--- src/rtl/maxnet_n.sv ---
// maxnet_n: parametrised Maxnet winner-take-all stage.
//
// Latches N unsigned inputs on start and runs lateral-inhibition updates, one
// per clock, until at most one activation is nonzero or MAX_ITER updates have
// been done. It then reports the winner's original value and index.
//
// Ports:
//   clk        in   system clock, rising edge
//   rst        in   synchronous active-high reset (aborts a run, no done pulse)
//   start      in   begin a run; only sampled while idle
//   x_in       in   N packed WIDTH-bit inputs, channel i at [i*WIDTH +: WIDTH]
//   busy       out  high while updates are in progress
//   done       out  one-cycle pulse when the outputs below are valid
//   result     out  original input value of the winner
//   winner_idx out  index of the winner
//   tie        out  run ended without a unique survivor
//   iter_count out  number of update iterations performed
module maxnet_n #(
    parameter int unsigned N         = 4,
    parameter int unsigned WIDTH     = 5,
    parameter int unsigned FRAC      = 4,
    parameter int unsigned EPS_SHIFT = 3,
    parameter int unsigned MAX_ITER  = 63,
    parameter int unsigned IDX_W     = $clog2(N),
    parameter int unsigned CNT_W     = $clog2(MAX_ITER + 1)
) (
    input  logic                 clk,
    input  logic                 rst,
    input  logic                 start,
    input  logic [N*WIDTH-1:0]   x_in,
    output logic                 busy,
    output logic                 done,
    output logic [WIDTH-1:0]     result,
    output logic [IDX_W-1:0]     winner_idx,
    output logic                 tie,
    output logic [CNT_W-1:0]     iter_count
);

    // Headroom of clog2(N) bits keeps the activation sum from overflowing.
    localparam int unsigned AW = WIDTH + FRAC + $clog2(N);

    typedef enum logic [1:0] {StIdle, StIter, StDone} state_e;

    state_e           state_q;
    logic [AW-1:0]    a_q    [N];
    logic [WIDTH-1:0] xreg_q [N];

    logic [AW-1:0]    sum;
    logic [AW-1:0]    inh    [N];
    logic [AW-1:0]    a_nxt  [N];
    logic [N-1:0]     nz_pre;
    logic [N-1:0]     nz_nxt;
    logic [N-1:0]     win_sel;
    logic             one_left;
    logic             none_left;
    logic [CNT_W-1:0] iter_next;
    logic             timeout;
    logic [IDX_W-1:0] win_idx;
    logic [WIDTH-1:0] win_val;

    // One inhibition step on the current activations.
    always_comb begin
        sum = '0;
        for (int i = 0; i < int'(N); i++) begin
            sum = sum + a_q[i];
        end
        for (int i = 0; i < int'(N); i++) begin
            inh[i]    = (sum - a_q[i]) >> EPS_SHIFT;
            // Clamp at zero instead of going negative.
            a_nxt[i]  = (inh[i] >= a_q[i]) ? '0 : a_q[i] - inh[i];
            nz_nxt[i] = |a_nxt[i];
            nz_pre[i] = |a_q[i];
        end
    end

    always_comb begin
        none_left = (nz_nxt == '0);
        one_left  = !none_left && ((nz_nxt & (nz_nxt - N'(1))) == '0);
        iter_next = iter_count + CNT_W'(1);
        timeout   = (iter_next == CNT_W'(MAX_ITER));
        // If everything died this step, fall back to the pre-update survivors.
        win_sel   = none_left ? nz_pre : nz_nxt;
    end

    // Lowest-index set bit of win_sel, and the latched input at that index.
    always_comb begin
        win_idx = '0;
        win_val = '0;
        for (int i = int'(N) - 1; i >= 0; i--) begin
            if (win_sel[i]) begin
                win_idx = IDX_W'(i);
                win_val = xreg_q[i];
            end
        end
    end

    always_ff @(posedge clk) begin
        if (rst) begin
            state_q    <= StIdle;
            busy       <= 1'b0;
            done       <= 1'b0;
            result     <= '0;
            winner_idx <= '0;
            tie        <= 1'b0;
            iter_count <= '0;
            for (int i = 0; i < int'(N); i++) begin
                a_q[i]    <= '0;
                xreg_q[i] <= '0;
            end
        end else begin
            case (state_q)
                StIdle: begin
                    done <= 1'b0;
                    if (start) begin
                        iter_count <= '0;
                        for (int i = 0; i < int'(N); i++) begin
                            xreg_q[i] <= x_in[i*WIDTH +: WIDTH];
                            a_q[i]    <= AW'(x_in[i*WIDTH +: WIDTH]) << FRAC;
                        end
                        if (x_in == '0) begin
                            // Nothing to compete: report an immediate tie.
                            state_q    <= StDone;
                            done       <= 1'b1;
                            result     <= '0;
                            winner_idx <= '0;
                            tie        <= 1'b1;
                        end else begin
                            state_q <= StIter;
                            busy    <= 1'b1;
                        end
                    end
                end
                StIter: begin
                    for (int i = 0; i < int'(N); i++) begin
                        a_q[i] <= a_nxt[i];
                    end
                    iter_count <= iter_next;
                    if (one_left || none_left || timeout) begin
                        state_q    <= StDone;
                        busy       <= 1'b0;
                        done       <= 1'b1;
                        result     <= win_val;
                        winner_idx <= win_idx;
                        tie        <= !one_left;
                    end
                end
                StDone: begin
                    done    <= 1'b0;
                    state_q <= StIdle;
                end
                default: begin
                    state_q <= StIdle;
                    busy    <= 1'b0;
                    done    <= 1'b0;
                end
            endcase
        end
    end

endmodule

--- config.mk ---
export PLATFORM = sky130hd
export DESIGN_NAME = maxnet_n
export DESIGN_NICKNAME = d
export VERILOG_FILES = /design/src/rtl/maxnet_n.sv
export SDC_FILE = /design/constraint.sdc
export NUM_CORES = 1
export LEC_CHECK = 0
export CAP_MARGIN = 20
export CORE_ASPECT_RATIO = 1.4
export CORE_MARGIN = 1
export CORE_UTILIZATION = 33
export CTS_CLUSTER_SIZE = 10
export DETAILED_ROUTE_END_ITERATION = 7
export PLACE_DENSITY = 0.46
export SETUP_SLACK_MARGIN = 0.02
export SYNTH_ARGS = -nofsm -noshare
export SYNTH_HDL_FRONTEND = slang
export SYNTH_SLANG_ARGS = --single-unit
--- constraint.sdc ---
create_clock -name clk -period 8.7 [get_ports clk]
set_clock_uncertainty 0.05 [all_clocks]
set_input_delay 1.305 -clock clk [delete_from_list [all_inputs] [get_ports clk]]
set_output_delay 1.305 -clock clk [all_outputs]
set_load 0.01 [all_outputs]
# After elaboration in Yosys (flattened, before gate mapping)
# Memory sizes are Yosys's and may differ from the RTL's.
# Cells that the tools add are included.
[totals]
register_bits = 18
ramBits = 64
input_bits = 23
out_inout_bits = 16
elab_cells = 129
memories = 2
[op_classes]
addsub = 13
magnitude_cmp = 4
n_eq_ne = 7
mux = 60
bitwise = 14
reduce_logical = 22
[mem_list]
columns = ["name", "depth", "word_bits", "rd", "rd_clocked_by_memory_dff", "write_ports", "line", "text"]
rows = [
  ["a_q", 4, 11, 4, 0, 4, "45", "logic [AW-1:0] a_q [N];"],
  ["xreg_q", 4, 5, 4, 0, 4, "46", "logic [WIDTH-1:0] xreg_q [N];"],
]
[ops]
columns = ["cell", "count"]
rows = [
  ["two-way mux 11 bit", 12],
  ["OR reduction 11 bit", 8],
  ["two-way mux 5 bit", 11],
  ["greater-or-equal comparator 8 x 11 -> 1 bit", 4],
  ["subtractor 11 bit", 4],
  ["subtractor 11 x 8 -> 11 bit", 4],
  ["adder 11 bit", 3],
  ["logical NOT 20 bit", 1],
  ["two-way mux 2 bit", 10],
  ["two-way mux 1 bit", 18],
  ["bitwise OR 1 bit", 12],
  ["one-hot mux 6 bit (2 select lines)", 1],
  ["one-hot mux 5 bit (2 select lines)", 1],
  ["logical NOT 4 bit", 2],
  ["!= test 2 bit (second input constant)", 4],
  ["one-hot mux 2 bit (2 select lines)", 2],
  ["AND reduction 4 bit", 2],
  ["adder 6 x 1 -> 6 bit (second input constant)", 1],
  ["== test 6 bit (second input constant)", 1],
  ["two-way mux 6 bit", 1],
  ["bitwise AND 4 bit", 1],
  ["two-way mux 4 bit", 1],
  ["one-hot mux 1 bit (2 select lines)", 2],
  ["AND reduction 2 bit", 2],
  ["other kinds (10)", 12],
]

# Logic depth before layout (Yosys ltp)
# Gate-level depths: netlist of run 1.
# An unclocked memory read counts as a cell.
[depth]
word_depth = 16
depth_mapped = 32
ltp_nobuf = 30

# Least setup slack after synthesis of run 1
# No wires, ideal clock.
[synth_timing]
path_kind = "register -> register"
startpoint = "memory a_q[3][1] (netlist name)"
endpoint = "register result[0]"
setup_time_ns = 0.126
arrival_time_ns = 6.427
required_ns = 8.524
slack_ns = 2.097
path_stages_with_launch = 31
n_path_buf = 2
period_less_slack_ns = 6.603
cell_sequence = "edfxtp_1 > inv_1 > fa_1 > fa_1 > inv_1 > ha_1 > inv_1 > fa_1 > inv_1 > a21oi_1 > o21bai_1 > a21oi_1 > o21bai_1 > xor2_1 > ha_1 > a21oi_1 > o21ai_0 > a21o_1 > xnor2_1 > ha_1 > buf_6 > a21oi_1 > a31oi_1 > or4_4 > a2111oi_2 > nor2_1 > buf_6 > o41ai_4 > a311oi_2 > o311ai_1 > nand3_1"
[synth_rtl]
columns = ["element", "line", "text"]
rows = [
  ["start: declaration", "45", ""],
  ["end signal: assignment", "142", "result <= win_val;"],
  ["end: declaration", "33", "output logic [WIDTH-1:0] result,"],
]

==> results.md, run 1 <==
* Area leader, netlist: edfxtp_1
* Setup repair bufs after CTS at 0
* DR pass1 iterations at 4
* Core Area at 22800 um^2
* CTS HTree Levels at 3
* Clock Path Buffers at 2
* Num ports at 39
* Crit path required time at 8.92 ns
* Cell Area, Synth at 7720 um^2
* Reg-to-reg endpoint: busy$_SDFFE_PP0P_
* Post-route antenna net violation count at 0
* Top_reg_cell synth: edfxtp_1
* ANT cells at 0
* Mapped Avg Cell Area at 9.27 um^2
* Overall Global Routing Usage at 0.198
* Vias in the first global route at 6399
* Final RePlAce weighted congestion at 0.830
* # setup viols final at 0
* Syn nets at 961
* Area grow syn2layout at 12.4%
* Post-synthesis register bit count at 82
* Fillcell total at 2333
* Height of the die at 183 um
* Status: complete, no violations
* Cts bufs inserted at 9
* Worst-Margin Slew at 0.881 ns
* DP Wirelength at 18500 um
* # rows at 65
* YS warnings at 0
* Most frequent cells in the layout: inv_1 (86), ha_1 (81), edfxtp_1 (58)
* Commonest non-fill, non-tap cell in the layout: inv_1
* Max incr delay on CP at 0.64 ns
* Fin. Hold Viols at 0
* Vias/cell at 5.35
* Cts hold-fix bufs at 0
* Clk sinks at 82
* Critical Path Sink: busy$_SDFFE_PP0P_
* WP depth at 27
* Total die area at 24000 um^2
* CTS resizes at 0
* RSZ-0062 raised after global routing: no
* Fmax at 0.125 GHz
* Critical Path End Type: flop
* CTS tree: done
* DR iter-0 viols at 376
* Slew Viols, Final at 0
* IO Port Bufs at 38
* Final net count at 997
* First-pass GRT wire length at 36100 um
* Later-pin clock latency in the skew report at 0.36 ns
* CP top delay family: compound AO/OA/AOI/OAI gates
* Slew headroom at 0.412
* Vias at 6282
* Hold_ws at 0.427 ns
* Initial antenna violation count at 0
* Yosys top cell area share at 0.225
* Clk slew on worst S/H paths at 0.07 ns
* Post-route clock period utilization at 0.921
* Gr ovfl total at 0
* Critical-path top delay cell: nand3_1
* R2R depth at 27
* Min-delay worst type: flop to flop
* Min Tclk post-route at 8.01 ns
* Synth area leaders: edfxtp_1 (23%), ha_1 (13%), dfxtp_1 (6.2%), fa_1 (6.2%), xnor2_1 (5.8%)
* Critical path data arrival time at 8.24 ns
* Post-synthesis cell count at 833
* Crit. Startpoint: a_q[3][1]$_SDFFCE_PN0P_
* DR WL/cell at 19.4 um
* Number of enable flip-flop cells after synthesis at 58
* Clock Tree Root: clkbuf_16
* Hold Path Stages at 1
* Synth unique cells at 78
* Max-cap violations at 0
* Crit-path max FO at 20
* Sequential element share of the synthesized area at 0.288
* Final TNS setup at 0 ns
* DR DRC count at 0
* Async SR Flop Fraction at 0
* Setup Crit Path Kind: flop to flop
* Initial Util at 0.339
* Pin count of the biggest net entering global routing at 27
* Multi-input gate area at 5060 um^2
* Post-Route WL at 22800 um
* Crit path launch type: flop
* Die width at 131 um
* Register area at 2220 um^2
* R2R Setup Slk at 0.69 ns
* R2r startpoint: a_q[3][1]$_SDFFCE_PN0P_
* Layout cells sized above 1 at 0.0606
* Buf/Inv on CP at 3
==> synthesized netlist by cell type (all sizes together), types with 25 or more instances <==
cell,number
xnor2,51
nand3,27
inv,86
nor2,50
xor2,26
a21oi,56
o21ai,33
ha,81
and2,25
nand2,34
o21bai,27
edfxtp,58
==> area by class of cell <==
cell class,count,share of cell area
Clock inverter,4,0.00317
Clock buffer,12,0.0284
Tap cell,301,0.0434
Multi-Input combinational cell,647,0.584
Inverter,86,0.0372
Timing Repair Buffer,43,0.0482
Sequential cell,82,0.256
==> through the flow <==
stage | area [um^2] | worst slack (ns) | cells | utilization
2_1_floorplan | 7720 | 2.10 | 833 | -
5_1_grt | 8680 | 0.0470 | 1175 | 0.381
4_1_cts | 8680 | 0.729 | 1175 | 0.381
6_report | 8680 | 0.687 | 1175 | 0.381
3_5_place_dp | 8400 | 0.793 | 1159 | 0.369
3_3_place_gp | 8400 | 0.845 | 1159 | 0.369
==> state kept, by name, indices dropped and copies added, names as in the netlist <==
register    count
winner_idx      2
state_q         2
tie             1
busy            1
xreg_q         20
done            1
result          5
iter_count      6
a_q            44
==> worst min path at each step <==
| stage | startpoint | end | slack, ns |
|---|---|---|---|
| 5_1_grt | done$_SDFFE_PP0P_ | done$_SDFFE_PP0P_ | 0.45 |
| 6_report | done$_SDFFE_PP0P_ | done$_SDFFE_PP0P_ | 0.43 |
| 3_3_place_gp | xreg_q[0][4]$_SDFFCE_PN0P_ | result[4]$_SDFFE_PP0P_ | 0.41 |
| 2_1_floorplan | xreg_q[0][0]$_SDFFCE_PN0P_ | result[0]$_SDFFE_PP0P_ | 0.40 |
| 4_1_cts | done$_SDFFE_PP0P_ | done$_SDFFE_PP0P_ | 0.43 |
| 3_5_place_dp | done$_SDFFE_PP0P_ | done$_SDFFE_PP0P_ | 0.42 |
==> logic make-up after synthesis <==
logic type,count (synthesis),synth area share
simple gates,238,0.163
flops,82,0.288
fa+ha+maj,105,0.193
mux,3,0.00405
xor+xnor,77,0.0873
compound gates,224,0.207
buf+inv,104,0.0573
==> metal layers <==
layer  global-route usage  routed length, um  up-vias
li1                     -                  -     3085
met3               0.0260                612       34
met5                    0                  0        -
met4               0.0767                646        0
met2                0.365              11800      104
met1                0.232               9740     3059
==> worst reg2reg max path, delay by kind of cell (launching register included) <==
family | cells | cell delay, ns
AOI/OAI and AO/OA | 10 | 2.50
xor gates and xnor gates | 2 | 0.69
adders and majority gates | 6 | 2.29
buffers and inverters | 3 | 0.25
DFF | 1 | 0.43
and+or+nand+nor | 6 | 1.71
Power of run 1 is not shown: default switching activity piles up to over one toggle a cycle in this logic, so the estimate is an artifact.
==> inputs of run 2 (changes only) <==
SLEW_MARGIN = 40   (was not set)
TNS_END_PERCENT = 50   (was not set)
==> results.md, run 2 (synthesis gave the netlist of run 1 again) <==
* Status: complete, no violations
* Setup repair bufs after CTS at 0 (unchanged)
* Total die area at 24000 um^2 (unchanged)
* RSZ-0062 raised after global routing: no
* Clock Path Buffers at 2 (unchanged)
* Cts bufs inserted at 9 (unchanged)
* Crit path required time at 8.94 ns (+0.02 ns)
* Max-cap violations at 0 (unchanged)
* DP Wirelength at 18600 um (+0.25%)
* Largest reg by FF count: a_q
* Largest regs: a_q: 44 flops, xreg_q: 20 flops, iter_count: 6 flops
* Num ports at 39 (unchanged)
* Final RePlAce weighted congestion at 0.830 (unchanged)
* Critical Path End Type: flop
* First-pass GRT wire length at 35900 um (-0.48%)
* Min Tclk post-route at 7.93 ns (-0.0861 ns)
* CTS HTree Levels at 3 (unchanged)
* Vias at 6260 (-0.35%)
* DR pass1 iterations at 5 (+1)
* Die width at 131 um (unchanged)
* DR iter-0 viols at 309 (-18%)
* Post-route clock period utilization at 0.911 (-0.00990)
* ANT cells at 0 (unchanged)
* Setup Crit Path Kind: flop to flop
* Area grow syn2layout at 13.3%
* DR DRC count at 0 (unchanged)
* Fin. Hold Viols at 0 (unchanged)
* Pin count of the biggest net entering global routing at 27 (unchanged)
* Layout cells sized above 1 at 0.0629 (+0.00229)
* Height of the die at 183 um (unchanged)
* Core Area at 22800 um^2 (unchanged)
* DR WL/cell at 19.4 um (+0.30%)
* Slew headroom at 0.456 (+0.0432)
* Worst-Margin Slew at 0.815 ns (-0.0656 ns)
* Post-Route WL at 22900 um (+0.30%)
* Critical path data arrival time at 8.17 ns (-0.07 ns)
* Final net count at 997 (unchanged)
* Clock Tree Root: clkbuf_16
* Fillcell total at 2328 (-0.21%)
* Final TNS setup at 0 ns (unchanged)
* # setup viols final at 0 (unchanged)
* Fmax at 0.126 GHz (+1.1%)
* Cts hold-fix bufs at 0 (unchanged)
* Gr ovfl total at 0 (unchanged)
* Vias in the first global route at 6392 (-0.11%)
* # rows at 65 (unchanged)
* Initial antenna violation count at 0 (unchanged)
* Largest register FFs at 44 (unchanged)
* Min-delay worst type: flop to flop
* Post-route antenna net violation count at 0 (unchanged)
* Initial Util at 0.339 (unchanged)
* Clk slew on worst S/H paths at 0.07 ns (about the same)
* Slew Viols, Final at 0 (unchanged)
* Most frequent cells in the layout: inv_1 (87), ha_1 (81), edfxtp_1 (58)
* Overall Global Routing Usage at 0.198 (about the same)
* CTS tree: done
* Commonest non-fill, non-tap cell in the layout: inv_1
* Crit path launch type: flop
* Vias/cell at 5.33 (-0.35%)
* CTS resizes at 0 (unchanged)
* IO Port Bufs at 38 (unchanged)
* Clk sinks at 82 (unchanged)
* Later-pin clock latency in the skew report at 0.36 ns (about the same)
* Crit-path max FO at 20 (unchanged)
[run 2: cell count changes in the layout (fill, tap and decap cells not counted), sizes merged]
| cell | previous run | this run |
|---|---|---|
| clkbuf | 12 | 13 |
| clkinv | 3 | 0 |
| inv | 87 | 89 |
[run 2: metrics by stage]
stage                      util  hold slack (ns)  instances  setup WS, ns  instance area, um^2
final                     0.384            0.426       1175         0.773                 8750
after global routing      0.384            0.441       1175        0.0528                 8750
after CTS                 0.384            0.433       1175         0.710                 8740
after detailed placement  0.369            0.417       1159         0.772                 8410
after global placement    0.369            0.409       1159         0.845                 8400
after floorplan               -            0.402        833          2.10                 7720
[run 2: worst paths after layout]
path	start	end	slack, ns	cells after the start
worst min register to register	done$_SDFFE_PP0P_	done$_SDFFE_PP0P_	0.43	1
worst min-delay path	done$_SDFFE_PP0P_	done$_SDFFE_PP0P_	0.43	1
worst max register to register	a_q[3][1]$_SDFFCE_PN0P_	winner_idx[0]$_SDFFE_PP0P_	0.77	27
worst max-delay path	a_q[3][1]$_SDFFCE_PN0P_	winner_idx[0]$_SDFFE_PP0P_	0.77	27
[run 2: cell type report]
class	instances	area (um^2)	share of cell area
multi-input cells	647	5070	0.580
flip-flops and latches	82	2220	0.254
repair buffers	43	418	0.0478
well taps	301	377	0.0431
inverters	86	323	0.0369
clock buffers	13	314	0.0359
clock inverters	3	21.3	0.00243
[run 2: per-layer routing]
metal,part of all wire,vias to the layer above,track usage,routed length [um]
met1,0.43,3039,0.229,9760
met2,0.52,107,0.370,11900
met5,0,-,0,0
met4,0.026,0,0.0777,603
met3,0.025,27,0.0243,580
li1,-,3087,-,-
[run 2: critical path, stage by stage (launching register included)]
cell,delay (ns)
edfxtp_1,0.43
inv_1,0.12
fa_1,0.57
fa_1,0.41
inv_1,0.07
ha_1,0.15
inv_1,0.06
fa_1,0.45
xnor2_1,0.43
ha_1,0.34
a21boi_0,0.15
o21ai_0,0.29
a21boi_0,0.16
o21ai_0,0.28
a21oi_1,0.16
o31a_1,0.30
or2_2,0.30
ha_1,0.35
nand3_1,0.21
nor3_1,0.25
nor2_1,0.10
xnor2_1,0.21
nand4_1,0.20
o31ai_4,0.49
o211ai_1,0.23
nand3_1,0.65
o211ai_1,0.24
a21oi_1,0.19
Power of run 2 is left out for the same reason.
==> inputs of run 3 (changes only) <==
--- a/constraint.sdc
+++ b/constraint.sdc
@@ -3,3 +3,3 @@
 set_input_delay 1.305 -clock clk [delete_from_list [all_inputs] [get_ports clk]]
 set_output_delay 1.305 -clock clk [all_outputs]
-set_load 0.01 [all_outputs]
+set_load 0.05 [all_outputs]
==> results of run 3 <==
Final layout, timing and power as in run 2 (identical DEF).
Power of run 3 is left out for the same reason.
